===== src/rtl/core_pkg.sv =====
// Shared definitions for the RV32I pipeline: boot address, bubble encoding,
// fetch FSM states and the IF/ID pipeline register payload.
package core_pkg;

  localparam logic [31:0] RESET_PC  = 32'hBFC00000;
  localparam logic [31:0] NOP_INSTR = 32'h00000013;

  typedef enum logic [1:0] {
    BOOT = 2'd0,
    RUN  = 2'd1,
    HALT = 2'd2
  } fetch_state_t;

  typedef struct packed {
    logic [31:0] instr;
    logic [31:0] pc;
    logic [31:0] pc_plus4;
    logic        valid;
  } if_id_t;

endpackage


===== src/rtl/if_id_reg.sv =====
// IF/ID pipeline register. A flush turns the slot into a bubble (NOP, not
// valid) while keeping the PC fields; a stall holds everything. Flush wins.
module if_id_reg
  import core_pkg::*;
#(
  parameter logic [31:0] NOP_INSTR = core_pkg::NOP_INSTR
) (
  input  logic   clk,
  input  logic   rst,
  input  logic   stall,
  input  logic   flush,
  input  if_id_t d,
  output if_id_t q
);

  // Register update with reset > flush > stall > capture priority
  always_ff @(posedge clk) begin
    if (rst) begin
      q <= '{instr: NOP_INSTR, pc: '0, pc_plus4: '0, valid: 1'b0};
    end else if (flush) begin
      q.instr <= NOP_INSTR;
      q.valid <= 1'b0;
    end else if (!stall) begin
      q <= d;
    end
  end

endmodule


===== src/rtl/fetch_stage.sv =====
// IF stage: owns the PC, drives the combinational instruction ROM and loads
// the IF/ID register. Optional performance counters are built when the macro
// FETCH_PERF_CNT_EN is defined.
module fetch_stage
  import core_pkg::*;
#(
  parameter int          ADDRESS_WIDTH = 32,
  parameter int          DATA_WIDTH    = 32,
  parameter logic [31:0] RESET_PC      = core_pkg::RESET_PC,
  parameter logic [31:0] NOP_INSTR     = core_pkg::NOP_INSTR
) (
  input  logic                     clk,
  input  logic                     rst,
  input  logic                     StallF,
  input  logic                     StallD,
  input  logic                     FlushD,
  input  logic                     PCSrcE,
  input  logic [ADDRESS_WIDTH-1:0] PCTargetE,
  input  logic                     HaltReq,
  input  logic [DATA_WIDTH-1:0]    InstrF,
  output logic [ADDRESS_WIDTH-1:0] PCF,
  output logic [DATA_WIDTH-1:0]    InstrD,
  output logic [ADDRESS_WIDTH-1:0] PCD,
  output logic [ADDRESS_WIDTH-1:0] PCPlus4D,
  output logic                     ValidD,
  output logic                     Halted
`ifdef FETCH_PERF_CNT_EN
  ,
  output logic [31:0]              FetchCount,
  output logic [31:0]              StallCount
`endif
);

  fetch_state_t             state;
  if_id_t                   if_id_next;
  if_id_t                   if_id_q;
  logic                     bubble;
  logic [ADDRESS_WIDTH-1:0] pc_plus4;
  logic [ADDRESS_WIDTH-1:0] redirect_pc;

  assign pc_plus4    = PCF + ADDRESS_WIDTH'(4);
  assign redirect_pc = PCTargetE & ~ADDRESS_WIDTH'(3);
  assign bubble      = FlushD | PCSrcE | HaltReq | (state != RUN);
  assign if_id_next  = '{instr: InstrF, pc: PCF, pc_plus4: pc_plus4, valid: 1'b1};

  // Fetch FSM: one settle cycle after reset, then run until a halt request
  always_ff @(posedge clk) begin
    if (rst) begin
      state <= BOOT;
    end else begin
      case (state)
        BOOT:    state <= RUN;
        RUN:     if (HaltReq) state <= HALT;
        HALT:    state <= HALT;
        default: state <= BOOT;
      endcase
    end
  end

  // PC only moves while running; a redirect overrides a fetch stall
  always_ff @(posedge clk) begin
    if (rst) begin
      PCF <= ADDRESS_WIDTH'(RESET_PC);
    end else if (state == RUN) begin
      if (PCSrcE) begin
        PCF <= redirect_pc;
      end else if (!StallF) begin
        PCF <= pc_plus4;
      end
    end
  end

  if_id_reg #(
    .NOP_INSTR(NOP_INSTR)
  ) u_if_id (
    .clk  (clk),
    .rst  (rst),
    .stall(StallD),
    .flush(bubble),
    .d    (if_id_next),
    .q    (if_id_q)
  );

  assign InstrD   = if_id_q.instr;
  assign PCD      = if_id_q.pc;
  assign PCPlus4D = if_id_q.pc_plus4;
  assign ValidD   = if_id_q.valid;
  assign Halted   = (state == HALT);

`ifdef FETCH_PERF_CNT_EN
  // Count real captures and fetch-stall cycles; both freeze outside RUN
  always_ff @(posedge clk) begin
    if (rst) begin
      FetchCount <= '0;
      StallCount <= '0;
    end else if (state == RUN) begin
      if (!bubble && !StallD) begin
        FetchCount <= FetchCount + 32'd1;
      end
      if (StallF && !PCSrcE) begin
        StallCount <= StallCount + 32'd1;
      end
    end
  end
`endif

endmodule

===== config.mk =====
export PLATFORM = sky130hd
export DESIGN_NAME = fetch_stage
export DESIGN_NICKNAME = d
export VERILOG_FILES = /design/src/rtl/core_pkg.sv /design/src/rtl/if_id_reg.sv /design/src/rtl/fetch_stage.sv
export SDC_FILE = /design/constraint.sdc
export NUM_CORES = 1
export LEC_CHECK = 0
export CAP_MARGIN = 30
export CORE_ASPECT_RATIO = 0.8
export CORE_MARGIN = 2
export CORE_UTILIZATION = 41
export DETAILED_ROUTE_END_ITERATION = 6
export MAX_ROUTING_LAYER = met4
export PLACE_DENSITY = 0.83
export REMOVE_ABC_BUFFERS = 1
export SLEW_MARGIN = 0
export SYNTH_ARGS = -nofsm -noshare
export SYNTH_HDL_FRONTEND = slang
export SYNTH_SLANG_ARGS = --single-unit

===== constraint.sdc =====
create_clock -name clk -period 1.8 [get_ports clk]
set_input_delay 0.45 -clock clk [delete_from_list [all_inputs] [get_ports clk]]
set_output_delay 0.45 -clock clk [all_outputs]
set_load 0.1 [all_outputs]

==> impl_metrics.csv <==
group,metric,value,unit
setup_path,crit_type,"flip-flop to flip-flop",
timing,finalCritPeriodShare,1.064,
clock_tree,clock_latency,0.42,ns
job,drv_cap,0,
clock_tree,cts_tree,"done",
placed_design,place_ws,-0.3712,ns
placed_design,place_area,0.009498,sq mm
synth,ys_types,61,
synth,yosys.area.top_type,"dfxtp_1",
clock_tree,path_clk_slew,0.07,ns
drt,drc,0,
drt,wirelength,22790,um
final_layout,fillCellCount,741,
timing,fmax,0.5221,GHz
global_routing,grt.overflow.total,0,
die,die_h,108.7,um
timing,skew,0.01523,ns
global_routing,first_global_vias,6188,
timing,hold_viol,0,
setup_path,path_cells,"and4_4 -> nand4_4 -> buf_4 -> or3_1 -> a21oi_1 -> o22a_1",
clock_tree,cts.sinks,125,
synth,synth.top_cells.by_area,"dfxtp_1, nand2_1, a21oi_1",
synth,ys.flop_type,"dfxtp_1",
synth,async_reset_ff_frac,0,
synth,synth_common_cells,"dfxtp_1, nand2_1, a21oi_1",
timing,fin_tns_setup,-0.3092,ns
global_routing,grt_max_degree,39,
power_and_ir_drop,clockPowerShare,0.359,
die,num_rows,38,
die,coreArea,0.01346,sq mm
outcome,failed_checks,"setup timing",
setup_path,cp_max_fo,5,
global_routing,grt_pass1_wl,32700,um
global_routing,antenna_found_initial,0,
placed_design,place.gp.congestion,0.9189,
synth,syn_area_per_cell,8.412,sq um
die,dieArea,0.01466,sq mm
timing,slew_headroom,0.6244,
timing,maxSlewViolCount,0,
die,fp.dieW,134.9,um
drt,drtIter0Drc,847,
power_and_ir_drop,p_total,10.74,mW
die,pin_count,201,
power_and_ir_drop,comb_power_share,0.352,
synth,synth_edf_count,0,
global_routing,grt_util_all_layers,0.2934,
timing,fin_crit,1.915,ns
clock_tree,clk_path_buf_depth,2,
final_layout,design_area,0.01051,sq mm
drt,vias,6380,
drt,dr.pass1.iters,5,
setup_path,cp_slowest_cell,"or3_1",
clock_tree,clock-root-buffer,"clkbuf_16",
timing,rsz0062_at_grt,"yes",
synth,post-synth-top-count-cell,"dfxtp_1",
synth,synthCells,668,
synth,syn-cell-area,0.005619,sq mm
timing,worstMarginPinSlew,0.5634,ns
setup_path,worstPathArrival,2.27,ns
setup_path,crit_required,2.15,ns
final_layout,num_antenna_cells,0,
min_path,hold_class,"input pin to flip-flop",
setup_path,start_kind,"flip-flop",
final_layout,multiInputGateArea,0.002948,sq mm
final_layout,seq_area,0.002525,sq mm
die,initial_core_util,0.4176,
placed_design,hpwl,14280,um
power_and_ir_drop,p_per_area,1021,mW/mm^2
setup_path,worst_setup_path_end_kind,"flip-flop",
setup_path,slowest_delay,0.43,ns
power_and_ir_drop,cell_internal_pwr,6.876,mW
outcome,status,"finished with violations",
placed_design,port_buffers,192,
final_layout,drive_gt1_frac,0.3393,
synth,yosys_warnings,0,
power_and_ir_drop,vdd_drop_max,844.9,uV
synth,synth_seq_area_share,0.4453,
power_and_ir_drop,switching_power,3.863,mW
drt,detail_route.vias_per_cell,5.681,
timing,setup_ws,-0.1152,ns
drt,ant_nets,0,
drt,post_drt_wl_per_cell,20.29,um
power_and_ir_drop,swShare,0.3597,
power_and_ir_drop,leakagePower,4.149,nW
final_layout,syn_to_final_growth,87.11,%
final_layout,layout.nets,1005,
clock_tree,htree_num_levels,4,
clock_tree,cts-buffers-inserted,17,
timing,finalSetupViolCount,7,
power_and_ir_drop,seqPwrFrac,0.290,
synth,yosysTopAreaCellShare,0.4453,
synth,ys_ff_latch,125,
-- area by class of cell --
cell class	count	share of cell area
Clock buffer	17	0.04046
Clock inverter	15	0.02214
Inverter	8	0.002856
Multi-Input combinational cell	474	0.2804
Sequential cell	125	0.2402
Tap cell	180	0.02142
Timing Repair Buffer	304	0.3926
-- per-stage QoR --
stage               utilization  std cells  hold WS [ns]
finish                   0.7814       1123        0.4849
global route             0.7814       1123        0.4691
CTS                      0.7665       1113        0.4260
detailed placement       0.7059       1075        0.4768
global placement         0.7059       1075        0.4714
floorplan                     -        607        0.5191
-- per-layer routing --
layer  GRT usage  share of wire  wire length [um]  vias up
li1            -              -                 -     2857
met5           -              0                 0        -
met4      0.1120          0.043               972        0
met3     0.08089           0.11              2393      100
met2      0.4793           0.48             10980      449
met1      0.3468           0.37              8436     2974
-- timing repair --
action,4_1_cts,5_1_grt
cloned,2,1
endpoints found under the setup margin,14,74
buffers inserted,4,10
pin swaps,4,12
hold buffers,0,0
resized for setup,16,38
-- sequential cells by signal, indices dropped and copies added, names as in the netlist --
name and cells:
u_if_id.q 93, PCF 30, state 2
-- power by group through the flow --
stage               clock [mW]  combinational (mW)  sequential (mW)
floorplan                    0               0.763             4.26
global placement             0                3.42             3.11
detailed placement           0                3.47             3.12
CTS                       3.87                3.57             3.08
global route              4.01                3.91             3.13
finish                    3.85                3.78             3.11
-- cell families after synthesis --
kind of cell | Yosys count | share of synthesized area
adders and majority gates | 4 | 0.008907
AOI/OAI and AO/OA | 167 | 0.1808
other | 1 | 0.0006674
muxes | 32 | 0.05723
buffers and inverters | 74 | 0.05812
xor gates and xnor gates | 26 | 0.04052
DFF | 125 | 0.4453
and+or+nand+nor | 239 | 0.2084
-- critical path, delay by kind of cell, from the launching register on --
| kind | cells | cell delay (ns) |
|---|---|---|
| buf+inv | 1 | 0.18 |
| simple gates | 3 | 0.85 |
| flops | 1 | 0.42 |
| compound gates | 2 | 0.40 |
-- final timing paths --
kind / start / end / slack (ns) / depth (start not counted)
setup / recovery: PCF[11] / PCF[26] / -0.12 / 6
hold / removal: rst / PCF[12] / 0.48 / 3
setup reg to reg: PCF[11] / PCF[26] / -0.12 / 6
hold reg to reg: PCF[27] / u_if_id.q[60] / 0.48 / 2
-- cells in the final DEF (no fill, tap or decap), types with 12 or more instances in the layout --
cell / instances
dfxtp_2: 12
o21ai_0: 37
nor2_1: 61
a21oi_1: 68
dfxtp_1: 111
clkbuf_16: 18
buf_12: 128
buf_4: 99
clkdlybuf4s50_1: 64
mux2i_1: 31
xnor2_1: 16
nand3_1: 16
nand2_1: 97
Note: power is estimated with default switching activity, not from simulation.
==> variant (same flow settings) <==
The option `FETCH_PERF_CNT_EN` is turned on by a define.
--- a/src/rtl/fetch_stage.sv
+++ b/src/rtl/fetch_stage.sv
@@ -3,2 +3,4 @@
 // FETCH_PERF_CNT_EN is defined.
+`define FETCH_PERF_CNT_EN
+
 module fetch_stage
Check against the original RTL (old outputs only; new: FetchCount and StallCount): equivalent (Yosys induction, for registers that start in step).
==> variant against the unedited design <==
  * The flow still finishes with violations (negative setup slack)
  * Critical path depth grew 2
  * Setup slack lost 400 ps
  * Cell area grew 68%
  * Sequential cell count grew 64
  * Sequential power grew 46%
  * Via count grew 71%
  * Sequential share of layout area shrank 2.5 points
  * Global-route usage grew 1.7 points
  * Routed wire length grew 99%
  * Synthesized area grew 55%
  * Synthesized cell count grew 55%
  * Power grew 23%
  * Critical path type unchanged
  * Critical endpoint is now PCF[24]
  * Largest cell class unchanged
  * Largest power group is now combinational cells
  * Highest routed layer unchanged
==> variant: results (changes against the unedited design) <==
| Metric | Value |
|---|---|
| Clock Skew | `15.2 ps (-0.00460 ps)` |
| Largest net degree at the start of global routing | `71 (+82%)` |
| Vias per cell | `6.17 (+8.6%)` |
| Top post-synthesis cells by area | `dfxtp_1 (43%), nor2_1 (5.9%), nand2_1 (5.4%), xnor2_1 (4.9%), mux2i_1 (4.3%)` |
| DR iter-0 viols | `1279 (+51%)` |
| WHS | `425 ps (-60.0 ps)` |
| Status | `finished, violations left` |
| Setup TNS | `-32340 ps (-32030 ps)` |
| Crit path max-delay cell type | `or4_4` |
| Dpl hpwl | `22500 um (+58%)` |
| Layout cells sized above 1 | `47.4% (+13 points)` |
| Violated checks | `negative setup slack` |
| DR vias | `10913 (+71%)` |
| Commonest cells post-synth | `dfxtp_1 (189), nor2_1 (136), nand2_1 (125)` |
| CP arrival | `2640 ps (+370 ps)` |
| Worst-Margin Slew | `685 ps (+121 ps)` |
| IO Port Bufs | `256 (+33%)` |
| Seq/Total Area, Yosys | `43.4% (-1.1 points)` |
| Final setup viols | `142 (+135)` |
| NetSw | `4.96 mW (+28%)` |
| Reg2Reg Depth | `8 (+2)` |
| Filler Cell Count | `934 (+26%)` |
| Setup ws final | `-516 ps (-401 ps)` |
| Pre-CTS setup slack | `-870 ps (-499 ps)` |
| Count of cell types in the netlist | `65 (+6.6%)` |
| Total routed wirelength | `45300 um (+99%)` |
| Regs by FF count | `u_if_id.q (93), FetchCount (32), StallCount (32)` |
| Total track usage | `31.1% (+1.7 points)` |
| Vias in the first global route | `10189 (+65%)` |
## variant: what timing repair did
item | 4_1_cts | 5_1_grt
endpoints found under the setup margin | 133 | 139
setup buffers | 23 | 34
gates cloned | 9 | 9
hold endpoints to repair | 0 | 0
pin swaps | 55 | 137
resized for setup | 116 | 267
## variant: power groups by stage
stage	sequential (mW)	combinational (mW)	clock (mW)
2_1_floorplan	5.64	0.854	0
6_report	4.53	4.79	3.92
3_3_place_gp	4.55	3.61	0
3_5_place_dp	4.56	3.70	0
5_1_grt	4.54	4.88	4.07
4_1_cts	4.50	4.02	3.85
## variant: layer usage
metal | up-vias | part of all wire [%] | track usage [%]
met5 | - | 0 | -
met4 | 0 | 7.3 | 14.5
met3 | 323 | 10 | 6.40
met2 | 935 | 47 | 52.9
met1 | 5140 | 35 | 35.2
li1 | 4515 | - | -
## variant: path summary, 6_finish.rpt
path,start,endpoint
min,rst,PCF[12]
max reg2reg,PCF[2],PCF[24]
max,PCF[2],PCF[24]
min reg2reg,u_if_id.q[0],u_if_id.q[0]
## variant: layout make-up
cell class / count / area share (%)
Timing Repair Buffer: 510 / 39.8
Multi-Input combinational cell: 746 / 33.0
Inverter: 22 / 0.468
Clock buffer: 20 / 2.59
Sequential cell: 189 / 21.5
Clock inverter: 12 / 0.716
Antenna cell: 1 / 0.0142
Tap cell: 269 / 1.91
## variant: kinds of logic after synthesis
logic type	Yosys count	synth area share (%)
compound gates	178	12.7
xor+xnor	71	7.14
fa+ha+maj	6	0.862
buf+inv	104	5.16
flops	189	43.4
mux	40	4.64
other cells	1	0.0430
simple gates	444	26.0
## variant: worst max-delay path: cells and delay by family (launching register included)
family	cells	cell delay [ps]
flops	1	380
buf+inv	2	330
compound gates	1	90
fa+ha+maj	1	160
simple gates	3	980
mux	1	270
